==> src/rtl/cache_stage_pkg.sv <==
// Shared types and constants for the memory stage: cache geometry, store-buffer
// entry layout, instruction-type encodings and byte-lane helpers.
package cache_stage_pkg;
  localparam int WORD_SIZE            = 32;
  localparam int INSTR_TYPE_SZ        = 2;
  localparam int CACHE_LINE_SIZE      = 128;
  localparam int ROB_ENTRY_WIDTH      = 4;
  localparam int STORE_BUFFER_ENTRIES = 4;
  localparam int SB_PTR_W             = $clog2(STORE_BUFFER_ENTRIES);
  localparam int NUM_LINES            = 4;
  localparam int OFF_W                = 4;
  localparam int IDX_W                = 2;
  localparam int TAG_W                = WORD_SIZE - OFF_W - IDX_W;

  localparam logic [INSTR_TYPE_SZ-1:0] INSTR_TYPE_ALU   = 2'd0;
  localparam logic [INSTR_TYPE_SZ-1:0] INSTR_TYPE_LOAD  = 2'd1;
  localparam logic [INSTR_TYPE_SZ-1:0] INSTR_TYPE_STORE = 2'd2;

  typedef enum logic {S_IDLE, S_WAIT} fill_state_t;

  typedef struct packed {
    logic [WORD_SIZE-1:0]       addr;
    logic [WORD_SIZE-1:0]       data;
    logic [2:0]                 funct3;
    logic [ROB_ENTRY_WIDTH-1:0] rob_id;
    logic                       committed;
  } sb_entry_t;

  function automatic logic [WORD_SIZE-1:0] load_extend(
    input logic [CACHE_LINE_SIZE-1:0] line, input logic [OFF_W-1:0] off, input logic [2:0] f3);
    logic [31:0] w;
    logic [7:0]  b;
    logic [15:0] h;
    w = line[{off[3:2], 5'b0} +: 32];
    b = w[{off[1:0], 3'b0} +: 8];
    h = w[{off[1], 4'b0} +: 16];
    case (f3)
      3'b000:  return {{24{b[7]}}, b};
      3'b001:  return {{16{h[15]}}, h};
      3'b100:  return {24'b0, b};
      3'b101:  return {16'b0, h};
      default: return w;
    endcase
  endfunction

  // Replicate store data across the line and splice in only the enabled bytes.
  function automatic logic [CACHE_LINE_SIZE-1:0] store_merge(
    input logic [CACHE_LINE_SIZE-1:0] line, input logic [OFF_W-1:0] off,
    input logic [2:0] f3, input logic [WORD_SIZE-1:0] data);
    logic [15:0]                be;
    logic [CACHE_LINE_SIZE-1:0] rep, mask;
    case (f3[1:0])
      2'b00:   begin be = 16'h0001 << off; rep = {16{data[7:0]}};  end
      2'b01:   begin be = 16'h0003 << off; rep = {8{data[15:0]}};  end
      default: begin be = 16'h000F << {off[3:2], 2'b00}; rep = {4{data}}; end
    endcase
    for (int i = 0; i < 16; i++) mask[i*8 +: 8] = {8{be[i]}};
    return (line & ~mask) | (rep & mask);
  endfunction
endpackage

==> src/rtl/cache_stage_sb.sv <==
// Store buffer: circular FIFO of pending stores, committed by ROB tag and
// drained in order from the head; flags any live entry on a given word address.
module store_buffer
  import cache_stage_pkg::*;
(
  input  logic                       clk,
  input  logic                       rst,
  input  logic                       push,
  input  sb_entry_t                  push_entry,
  input  logic                       pop,
  input  logic                       commit,
  input  logic [ROB_ENTRY_WIDTH-1:0] commit_rob_id,
  input  logic [WORD_SIZE-3:0]       match_waddr,
  output logic [WORD_SIZE-1:0]       head_addr,
  output logic [WORD_SIZE-1:0]       head_data,
  output logic [2:0]                 head_funct3,
  output logic                       head_committed,
  output logic                       head_valid,
  output logic                       full,
  output logic                       match
);
  sb_entry_t [STORE_BUFFER_ENTRIES-1:0] mem_q;
  logic [SB_PTR_W-1:0]                  head_ptr, tail_ptr;
  logic [SB_PTR_W:0]                    entries;
  logic [STORE_BUFFER_ENTRIES-1:0]      live, hit_v;

  for (genvar i = 0; i < STORE_BUFFER_ENTRIES; i++) begin : g_ent
    logic [SB_PTR_W-1:0] rel;
    assign rel      = SB_PTR_W'(i) - head_ptr;
    assign live[i]  = {1'b0, rel} < entries;
    assign hit_v[i] = live[i] && (mem_q[i].addr[WORD_SIZE-1:2] == match_waddr);
  end

  assign match          = |hit_v;
  assign full           = entries == (SB_PTR_W+1)'(STORE_BUFFER_ENTRIES);
  assign head_valid     = entries != '0;
  assign head_addr      = mem_q[head_ptr].addr;
  assign head_data      = mem_q[head_ptr].data;
  assign head_funct3    = mem_q[head_ptr].funct3;
  assign head_committed = mem_q[head_ptr].committed;

  always_ff @(posedge clk or posedge rst) begin
    if (rst) begin
      mem_q    <= '0;
      head_ptr <= '0;
      tail_ptr <= '0;
      entries  <= '0;
    end else begin
      for (int i = 0; i < STORE_BUFFER_ENTRIES; i++)
        if (commit && live[i] && mem_q[i].rob_id == commit_rob_id) mem_q[i].committed <= 1'b1;
      if (push) begin
        mem_q[tail_ptr] <= push_entry;
        tail_ptr        <= tail_ptr + 1'b1;
      end
      if (pop) head_ptr <= head_ptr + 1'b1;
      case ({push, pop})
        2'b10:   entries <= entries + 1'b1;
        2'b01:   entries <= entries - 1'b1;
        default: entries <= entries;
      endcase
    end
  end
endmodule

==> src/rtl/cache_stage.sv <==
// Memory stage: 4-line direct-mapped write-back cache with a single outstanding
// line fill, fronted by a store buffer that drains committed stores into the cache.
module cache_stage
  import cache_stage_pkg::*;
(
  input  logic                       clk,
  input  logic                       rst,
  input  logic [INSTR_TYPE_SZ-1:0]   instruction_type,
  output logic [INSTR_TYPE_SZ-1:0]   instruction_type_out,
  input  logic [WORD_SIZE-1:0]       pc,
  output logic [WORD_SIZE-1:0]       pc_out,
  input  logic [2:0]                 funct3,
  input  logic [WORD_SIZE-1:0]       v_mem_addr,
  input  logic [WORD_SIZE-1:0]       s2,
  input  logic [ROB_ENTRY_WIDTH-1:0] rob_id,
  output logic [ROB_ENTRY_WIDTH-1:0] rob_id_out,
  input  logic                       valid,
  output logic                       valid_out,
  output logic                       stall_out,
  output logic [WORD_SIZE-1:0]       read_data,
  output logic                       mem_req,
  output logic [WORD_SIZE-1:0]       mem_req_addr,
  output logic                       mem_write,
  output logic [WORD_SIZE-1:0]       mem_write_addr,
  output logic [CACHE_LINE_SIZE-1:0] mem_write_data,
  input  logic                       mem_res,
  input  logic [WORD_SIZE-1:0]       mem_res_addr,
  input  logic [CACHE_LINE_SIZE-1:0] mem_res_data,
  input  logic                       rob_store_permission,
  input  logic [ROB_ENTRY_WIDTH-1:0] rob_sb_permission_rob_id
);
  fill_state_t                               state_q, state_d;
  logic [NUM_LINES-1:0]                      line_vld, line_dirty;
  logic [NUM_LINES-1:0][TAG_W-1:0]           line_tag;
  logic [NUM_LINES-1:0][CACHE_LINE_SIZE-1:0] line_data;
  logic [WORD_SIZE-1:0]                      pend_addr;

  logic [WORD_SIZE-1:0] sb_head_addr, sb_head_data;
  logic [2:0]           sb_head_funct3;
  logic                 sb_head_committed, sb_head_valid, sb_full, sb_match;

  logic [IDX_W-1:0] ld_idx, dr_idx, fill_idx;
  logic is_load, is_store, is_other, ld_hit, dr_hit, ld_miss;
  logic drain_rdy, drain_wr, drain_miss, fill, accept, push;

  assign ld_idx   = v_mem_addr[OFF_W +: IDX_W];
  assign dr_idx   = sb_head_addr[OFF_W +: IDX_W];
  assign fill_idx = pend_addr[OFF_W +: IDX_W];
  assign is_load  = valid && instruction_type == INSTR_TYPE_LOAD;
  assign is_store = valid && instruction_type == INSTR_TYPE_STORE;
  assign is_other = valid && !is_load && !is_store;
  assign ld_hit   = line_vld[ld_idx] && line_tag[ld_idx] == v_mem_addr[WORD_SIZE-1 -: TAG_W];
  assign dr_hit   = line_vld[dr_idx] && line_tag[dr_idx] == sb_head_addr[WORD_SIZE-1 -: TAG_W];
  // Loads to a word still sitting in the SB wait for it to drain; no forwarding.
  assign ld_miss    = is_load && !sb_match && !ld_hit;
  assign drain_rdy  = sb_head_valid && sb_head_committed && state_q == S_IDLE;
  assign drain_wr   = drain_rdy && dr_hit;
  assign drain_miss = drain_rdy && !dr_hit;
  assign fill       = state_q == S_WAIT && mem_res && mem_res_addr == pend_addr;
  assign push       = is_store && !sb_full;
  assign accept     = (is_load && !sb_match && ld_hit) || push || is_other;

  store_buffer sb (
    .clk, .rst, .push,
    .push_entry     ('{addr: v_mem_addr, data: s2, funct3: funct3, rob_id: rob_id, committed: 1'b0}),
    .pop            (drain_wr),
    .commit         (rob_store_permission),
    .commit_rob_id  (rob_sb_permission_rob_id),
    .match_waddr    (v_mem_addr[WORD_SIZE-1:2]),
    .head_addr      (sb_head_addr),
    .head_data      (sb_head_data),
    .head_funct3    (sb_head_funct3),
    .head_committed (sb_head_committed),
    .head_valid     (sb_head_valid),
    .full           (sb_full),
    .match          (sb_match)
  );

  always_comb begin
    state_d        = state_q;
    stall_out      = 1'b0;
    mem_req        = 1'b0;
    mem_req_addr   = '0;
    mem_write      = 1'b0;
    mem_write_addr = '0;
    mem_write_data = '0;
    if (!rst) begin
      stall_out = valid && !accept;
      case (state_q)
        S_IDLE: begin
          // Pipeline load miss takes the single request slot ahead of a drain miss.
          if (ld_miss) begin
            mem_req      = 1'b1;
            mem_req_addr = {v_mem_addr[WORD_SIZE-1:OFF_W], {OFF_W{1'b0}}};
            state_d      = S_WAIT;
          end else if (drain_miss) begin
            mem_req      = 1'b1;
            mem_req_addr = {sb_head_addr[WORD_SIZE-1:OFF_W], {OFF_W{1'b0}}};
            state_d      = S_WAIT;
          end
        end
        S_WAIT: begin
          if (fill) begin
            state_d = S_IDLE;
            if (line_vld[fill_idx] && line_dirty[fill_idx]) begin
              mem_write      = 1'b1;
              mem_write_addr = {line_tag[fill_idx], fill_idx, {OFF_W{1'b0}}};
              mem_write_data = line_data[fill_idx];
            end
          end
        end
        default: state_d = S_IDLE;
      endcase
    end
  end

  always_ff @(posedge clk or posedge rst) begin
    if (rst) begin
      state_q              <= S_IDLE;
      pend_addr            <= '0;
      line_vld             <= '0;
      line_dirty           <= '0;
      valid_out            <= 1'b0;
      rob_id_out           <= '0;
      pc_out               <= '0;
      instruction_type_out <= '0;
      read_data            <= '0;
    end else begin
      state_q   <= state_d;
      valid_out <= accept;
      if (mem_req) pend_addr <= mem_req_addr;
      if (fill) begin
        line_vld[fill_idx]   <= 1'b1;
        line_dirty[fill_idx] <= 1'b0;
      end
      if (drain_wr) line_dirty[dr_idx] <= 1'b1;
      if (accept) begin
        rob_id_out           <= rob_id;
        pc_out               <= pc;
        instruction_type_out <= instruction_type;
        read_data            <= is_load ? load_extend(line_data[ld_idx], v_mem_addr[OFF_W-1:0], funct3) : '0;
      end
    end
  end

  // Tag/data arrays carry no reset; the valid bits guard them.
  always_ff @(posedge clk) begin
    if (fill) begin
      line_tag[fill_idx]  <= pend_addr[WORD_SIZE-1 -: TAG_W];
      line_data[fill_idx] <= mem_res_data;
    end else if (drain_wr) begin
      line_data[dr_idx] <= store_merge(line_data[dr_idx], sb_head_addr[OFF_W-1:0], sb_head_funct3, sb_head_data);
    end
  end
endmodule

==> config.mk <==
export PLATFORM = sky130hd
export DESIGN_NAME = cache_stage
export DESIGN_NICKNAME = d
export VERILOG_FILES = /design/src/rtl/cache_stage_pkg.sv /design/src/rtl/cache_stage_sb.sv /design/src/rtl/cache_stage.sv
export SDC_FILE = /design/constraint.sdc
export NUM_CORES = 2
export LEC_CHECK = 0
export BUFFER_PORTS_ARGS = -buffer_cell sky130_fd_sc_hd__buf_4
export CORE_MARGIN = 2
export CORE_UTILIZATION = 50
export DETAILED_ROUTE_END_ITERATION = 6
export PLACE_DENSITY = 0.69
export SYNTH_ARGS = -nofsm -noshare
export SYNTH_HDL_FRONTEND = slang
export SYNTH_SLANG_ARGS = --single-unit
==> constraint.sdc <==
create_clock -name clk -period 12.7 [get_ports clk]
set_input_delay 0.635 -clock clk [delete_from_list [all_inputs] [get_ports clk]]
set_output_delay 0.635 -clock clk [all_outputs]
set_load 0.03 [all_outputs]
---- After elaboration in Yosys (flattened, before gate mapping) ----
Cells that the tools add are included.
word-level totals
  bits in registers ....................... 1,023
  latch bits .............................. 0
  memory bits (writable) .................. 0
  bits in read-only memories .............. 0
  input port bits ......................... 274
  output and inout port bits .............. 266
  word-level logic and storage cells ...... 222
  memories ................................ 0
operators by class
  $add $sub $neg .......................... 8
  $mul .................................... 0
  div/mod/pow operators ................... 0
  magnitude comparators ................... 12
  equal/unequal tests ..................... 20
  shift operators ......................... 6
  mux-type cells .......................... 79
  bitwise logic cells ..................... 9
  reduce and logical (&&, ||, !) cells .... 48
operator list
  cell                                      number
  two-way mux 128 bit                       11
  bitwise mux 512 bit                       2
  two-way mux 512 bit                       2
  binary-select mux 128 bit (select 2 bit)  3
  demux 128 bit (select 2 bit)              2
  bitwise mux 288 bit                       1
  two-way mux 32 bit                        9
  AND 128 bit                               2
  one-hot mux 128 bit (2 select lines)      1
  two-way mux 217 bit                       1
  binary-select mux 26 bit (select 2 bit)   3
  binary-select mux 72 bit (select 2 bit)   1
  demux 72 bit (select 2 bit)               1
  two-way mux 72 bit                        2
  inverter 128 bit                          1
  bitwise OR 128 bit                        1
  one-hot mux 32 bit (4 select lines)       1
  indexed part select 128 x 8 -> 32 bit     1
  equality test 30 bit                      4
  bitwise mux 104 bit                       1
  two-way mux 26 bit                        4
  demux 26 bit (select 2 bit)               1
  equality test 26 bit                      2
  logical AND 1 bit                         33
  other kinds (38)                          92

---- Longest topological paths before layout ----
  word-level depth ........................ 15
  depth in mapped cells ................... 20
  gate-level depth less buffers ........... 15

---- By module ----
Synthesis repeated with hierarchy kept, for this count alone.
unflattened totals
  cells, all modules ...................... 4,299
  area, all modules ....................... 60,815.8 µm²
modules (own cells, without submodules)
  module        times used  cells an instance  area each (µm²)  seq. area each (µm²)
  cache_stage   1           3,332              45,016.9         21,200.3
  store_buffer  1           967                15,798.9         7,382.1

---- Least setup slack after synthesis ----
Ideal clock, no wire load.
  path kind ............................... in2out
  start point ............................. input rst
  end point ............................... output stall_out
  arrival time ............................ 10.033 ns
  required time ........................... 12.065 ns
  slack ................................... 2.032 ns
  stages .................................. 2
  path buffers ............................ 0
  cell sequence ........................... inv_1 and3_1
on the way
  cells in the longest elaborated chain, start to end .. 1
ends and longest elaborated chain
  item               line               RTL
  from (decl)        cache_stage.sv:7   input logic rst,
  two-way mux 1 bit  cache_stage.sv:87  if (!rst) begin
  to (decl)          cache_stage.sv:19  output logic stall_out,
No other way between the ends.

---- Worst setup path in the final report ----
  start point ............................. register sb.head_ptr[1]
  end point ............................... output mem_req_addr[11]
on the way
  cells in the longest elaborated chain, start to end .. 12
  elaborated cells between the ends (all ways) .. 32
  those cells by class .................... 4 x add/sub; 4 x order compare; 1 x eq/ne; 10 x mux; 13 x reduce/logical
ends and longest elaborated chain
  item                                      line                                        RTL
  from (decl)                               cache_stage_sb.sv:23                        logic [SB_PTR_W-1:0] head_ptr, tail_ptr;
  from (signal assigned)                    cache_stage_sb.sv:55                        if (pop) head_ptr <= head_ptr + 1'b1;
  binary-select mux 72 bit (select 2 bit)   cache_stage_sb.sv:37, cache_stage_sb.sv:40
  two-way mux 72 bit (not written as such)  cache_stage_sb.sv:37                        assign head_addr = mem_q[head_ptr].addr;
  binary-select mux 26 bit (select 2 bit)   cache_stage.sv:53                           assign dr_hit = line_vld[dr_idx] && line_tag[dr_idx] == sb_head_addr[WORD_SIZE-1 -: TAG_W];
  two-way mux 26 bit (not written as such)  cache_stage.sv:53
  equality test 26 bit                      cache_stage.sv:53
  logical AND 1 bit                         cache_stage.sv:53
  zero test 1 bit                           cache_stage.sv:58                           assign drain_miss = drain_rdy && !dr_hit;
  logical AND 1 bit                         cache_stage.sv:58
  two-way mux 32 bit                        cache_stage.sv:96                           end else if (drain_miss) begin
  two-way mux 32 bit *                      cache_stage.sv:92                           if (ld_miss) begin
  two-way mux 32 bit *                      cache_stage.sv:89                           case (state_q)
  two-way mux 32 bit *                      cache_stage.sv:87
  to (decl)                                 cache_stage.sv:22                           output logic [WORD_SIZE-1:0] mem_req_addr,
Mark *: on every way between the ends. The rest lies on a longest branch, timed or not. The select of a mux whose other input is x is not followed.

==> impl_metrics.yaml <==
floorplanning:
  rows: 125
  fp.dieW_um: 346
  initial_core_util_pct: 50.4
  core-area_um2: 116000
  die_area_um2: 120000
  die_h_um: 346
  ios: 540
worst_setup_path:
  critPathMostFrequentCell: "mux2i_1"
  worst_r2r_path_depth: 10
  crit_chain: "mux4_4 > buf_12 > mux2i_1 > mux2i_1 > xnor2_1 > or4bb_1 > nor4b_1 > a31oi_1 > and3b_2 > a21o_1 > buf_4"
  crit_start: "sb.head_ptr[1]"
  ff2ff_setup_slack_ns: 6.13
  reg2reg_to: "line_data[498]"
  start_kind: "flip-flop"
  r2r-start: "sb.head_ptr[1]"
  cp-endpoint: "mem_req_addr[11]"
  max_stage_delay_ns: 1.09
  slowest_stage: "mux4_4"
  critPathKind: "reg -> out"
  cp.depth: 11
  cp_max_fo: 108
  cp_top_family: "simple AND/OR/NAND/NOR gates"
  worst_setup_path_end_kind: "primary output"
  arrival_ns: 6.56
  required_ns: 12.06
  worst-path-buf-inv: 2
power_and_ir_drop:
  pwr-share-seq_pct: 37.1
  power.internal_mw: 7.83
  switching_share_pct: 35.9
  combPwrFrac_pct: 36.4
  power_density_nw_per_um2: 181
  irDropWorstVdd_mv: 0.182
  p_leak_nw: 25.0
  p_clk_share_pct: 26.6
  p_switching_mw: 4.38
global_routing:
  grt_overflow: 0
  grt_usage_pct: 33.7
  grt_pass1_vias: 41700
  met3_usage_pct: 8.39
  grtUsageMet2_pct: 53.3
  grt_pass1_wl_um: 294000
  antenna_found_initial: 21
  grt_max_degree: 157
  grt_util_met1_pct: 42.6
  busiest_layer: "met2"
routing:
  remaining_drc_errors: 0
  wl_per_cell_um: 32.0
  drtIter0Drc: 5671
  wirelength_um: 205000
  dr.pass1.iters: 7
  drt-vias-per-instance: 6.65
  ant_nets: 0
  vias: 42600
synthesis:
  syn_avg_cell_area_um2: 13.2
  synthFlopType: "edfxtp_1"
  synthCells: 4430
  synth-warning-count: 0
  ys_ff_latch: 1015
  seq_area_frac_synth_pct: 48.7
  synthDistinctLibCells: 59
  synth_area_um2: 58500
  async_flop_share_pct: 39.3
  synth_edf_count: 616
sta:
  holdWs_ns: 0.108
  fin_crit_ns: 7.20
  hold_viol_final: 0
  fmax_mhz: 139
  setup_viol_count_final: 0
  fin_crit_sh_pct: 56.7
  drv_slew: 0
  worstMarginPinSlew_ns: 1.27
  fin_skew_ns: 0.0342
  fin_setup_tns_ns: 0
  relSlewSlack_pct: 15.4
  grt_setup_unrepaired: "no"
finish:
  regArea_um2: 28500
  num-nets-final: 5059
  drive_gt1_share_pct: 34.0
  syn_to_final_growth_pct: 15.1
  nFillCells: 9285
  multi_input_area_um2: 28600
clocking:
  h-tree-depth: 3
  clk_latency_ns: 0.73
  cts_buffers: 113
  tritoncts: "built"
  clock_path_buffers: 3
  cts.clk_slew.worst_paths_ns: 0.06
  numClockSinks: 1015
  cts_root_buf: "clkbuf_16"
placed_design:
  portBuffers: 531
  gp_congestion: 0.958
  place_hpwl_um: 136000
job:
  cap_violations: 0
outcome:
  outcome: "finished clean"
min_path:
  hp-class: "in -> reg"
==> synth_stat cells, drive strengths merged, types with 63 or more instances <==
cell / n / area (um2)
nor2: 131 / 492
mux2: 319 / 3590
xor2: 75 / 657
nand2: 601 / 2260
clkbuf: 274 / 1030
buf: 99 / 518
mux4: 538 / 12100
dfrtp: 399 / 9980
o21ai: 451 / 2260
mux2i: 147 / 1470
a21oi: 63 / 315
edfxtp: 616 / 18500
xnor2: 147 / 1290
a22o: 96 / 841
nor2b: 165 / 1030
==> metal layers <==
| metal | vias up | wire, um |
|---|---|---|
| li1 | 17700 | - |
| met1 | 21600 | 69700 |
| met2 | 2868 | 96900 |
| met3 | 470 | 25000 |
| met4 | 24 | 13100 |
| met5 | - | 138 |
==> power groups by stage <==
| stage | clock (mW) | sequential (mW) | combinational, mW |
|---|---|---|---|
| after floorplan | 0 | 4.53 | 2.89 |
| after global placement | 0 | 4.55 | 4.27 |
| after detailed placement | 0 | 4.58 | 4.35 |
| after CTS | 3.26 | 4.52 | 4.36 |
| after global routing | 3.39 | 4.58 | 4.66 |
| final | 3.24 | 4.53 | 4.44 |
==> cell type report <==
| cell class | count | share of cell area, % |
|---|---|---|
| Sequential cell | 1015 | 42.3 |
| Tap cell | 1524 | 2.83 |
| Antenna cell | 11 | 0.0409 |
| Timing Repair Buffer | 596 | 6.81 |
| Clock inverter | 55 | 0.723 |
| Clock buffer | 153 | 4.65 |
| Multi-Input combinational cell | 3023 | 42.5 |
| Inverter | 26 | 0.156 |
==> stage by stage <==
stage	worst slack (ns)	area, um2	instances	total power, mW	utilization (%)
after global placement	6.12	63700	6183	8.82	54.8
final	5.50	67300	6403	12.2	58.0
after floorplan	0.957	58500	4437	7.42	-
after CTS	5.45	67300	6392	12.1	57.9
after detailed placement	6.08	63700	6183	8.93	54.8
after global routing	5.23	67300	6396	12.6	57.9
==> layout by cell type (no fill, tap or decap), types with 25 or more instances in the layout <==
| cell type | synthesis | routed |
|---|---|---|
| a21o_1 | 28 | 28 |
| a21oi_1 | 63 | 63 |
| a221o_1 | 29 | 29 |
| a22o_1 | 96 | 96 |
| and3_1 | 33 | 33 |
| buf_4 | 13 | 585 |
| clkbuf_1 | 274 | 27 |
| clkbuf_16 | 0 | 115 |
| dfrtp_1 | 399 | 395 |
| edfxtp_1 | 616 | 616 |
| inv_1 | 26 | 25 |
| mux2_2 | 319 | 319 |
| mux2i_1 | 147 | 147 |
| mux4_2 | 538 | 536 |
| nand2_1 | 601 | 595 |
| nand4_1 | 33 | 33 |
| nor2_1 | 131 | 124 |
| nor2b_1 | 165 | 165 |
| o21ai_0 | 451 | 450 |
| xnor2_1 | 147 | 147 |
| xor2_1 | 75 | 75 |
==> cell families (layout without fill, tap and decap cells) <==
logic type               Yosys count  after routing  synth area share, %
other                              1             19              0.00641
multiplexers                    1004           1004                 29.4
buffers and inverters            399            830                 2.81
flip-flops                      1015           1015                 48.7
AO/OA/AOI/OAI                    727            727                 7.48
XOR/XNOR                         222            222                 3.32
adder cells (fa/ha/maj)           10             10                0.227
AND/OR/NAND/NOR                 1052           1052                 8.13
==> state kept, by name (all words and copies together) (netlist names), 3 cells and up <==
signal	flops
line_tag	104
pend_addr	28
rob_id_out	4
line_dirty	4
read_data	32
sb.entries	3
line_data	512
line_vld	4
sb.mem_q	284
pc_out	32
==> repair_timing <==
item                                    in CTS  in global routing
hold buffers                                 1                  0
resized for setup                            0                  0
setup buffers                                0                  0
endpoints found under the setup margin       0                  0
hold endpoints to repair                     5                  0
==> tightest hold or removal path, delay by kind of cell <==
family	cells	cell delay (ns)
AND/OR/NAND/NOR	2	0.08
buffers and inverters	1	0.07
==> worst min-delay path by stage <==
stage                       start       endpoint  slack, ns  cells after the start
global route                pc[4]      pc_out[4]       0.10                      3
global placement    rob_id_out[0]  rob_id_out[0]       0.45                      2
finish                      pc[0]      pc_out[0]       0.11                      3
CTS                        pc[10]     pc_out[10]       0.08                      3
detailed placement     pc_out[20]     pc_out[20]       0.46                      2
floorplan            sb.mem_q[78]   sb.mem_q[78]       0.44                      2
(Power assumes the default switching activity.)
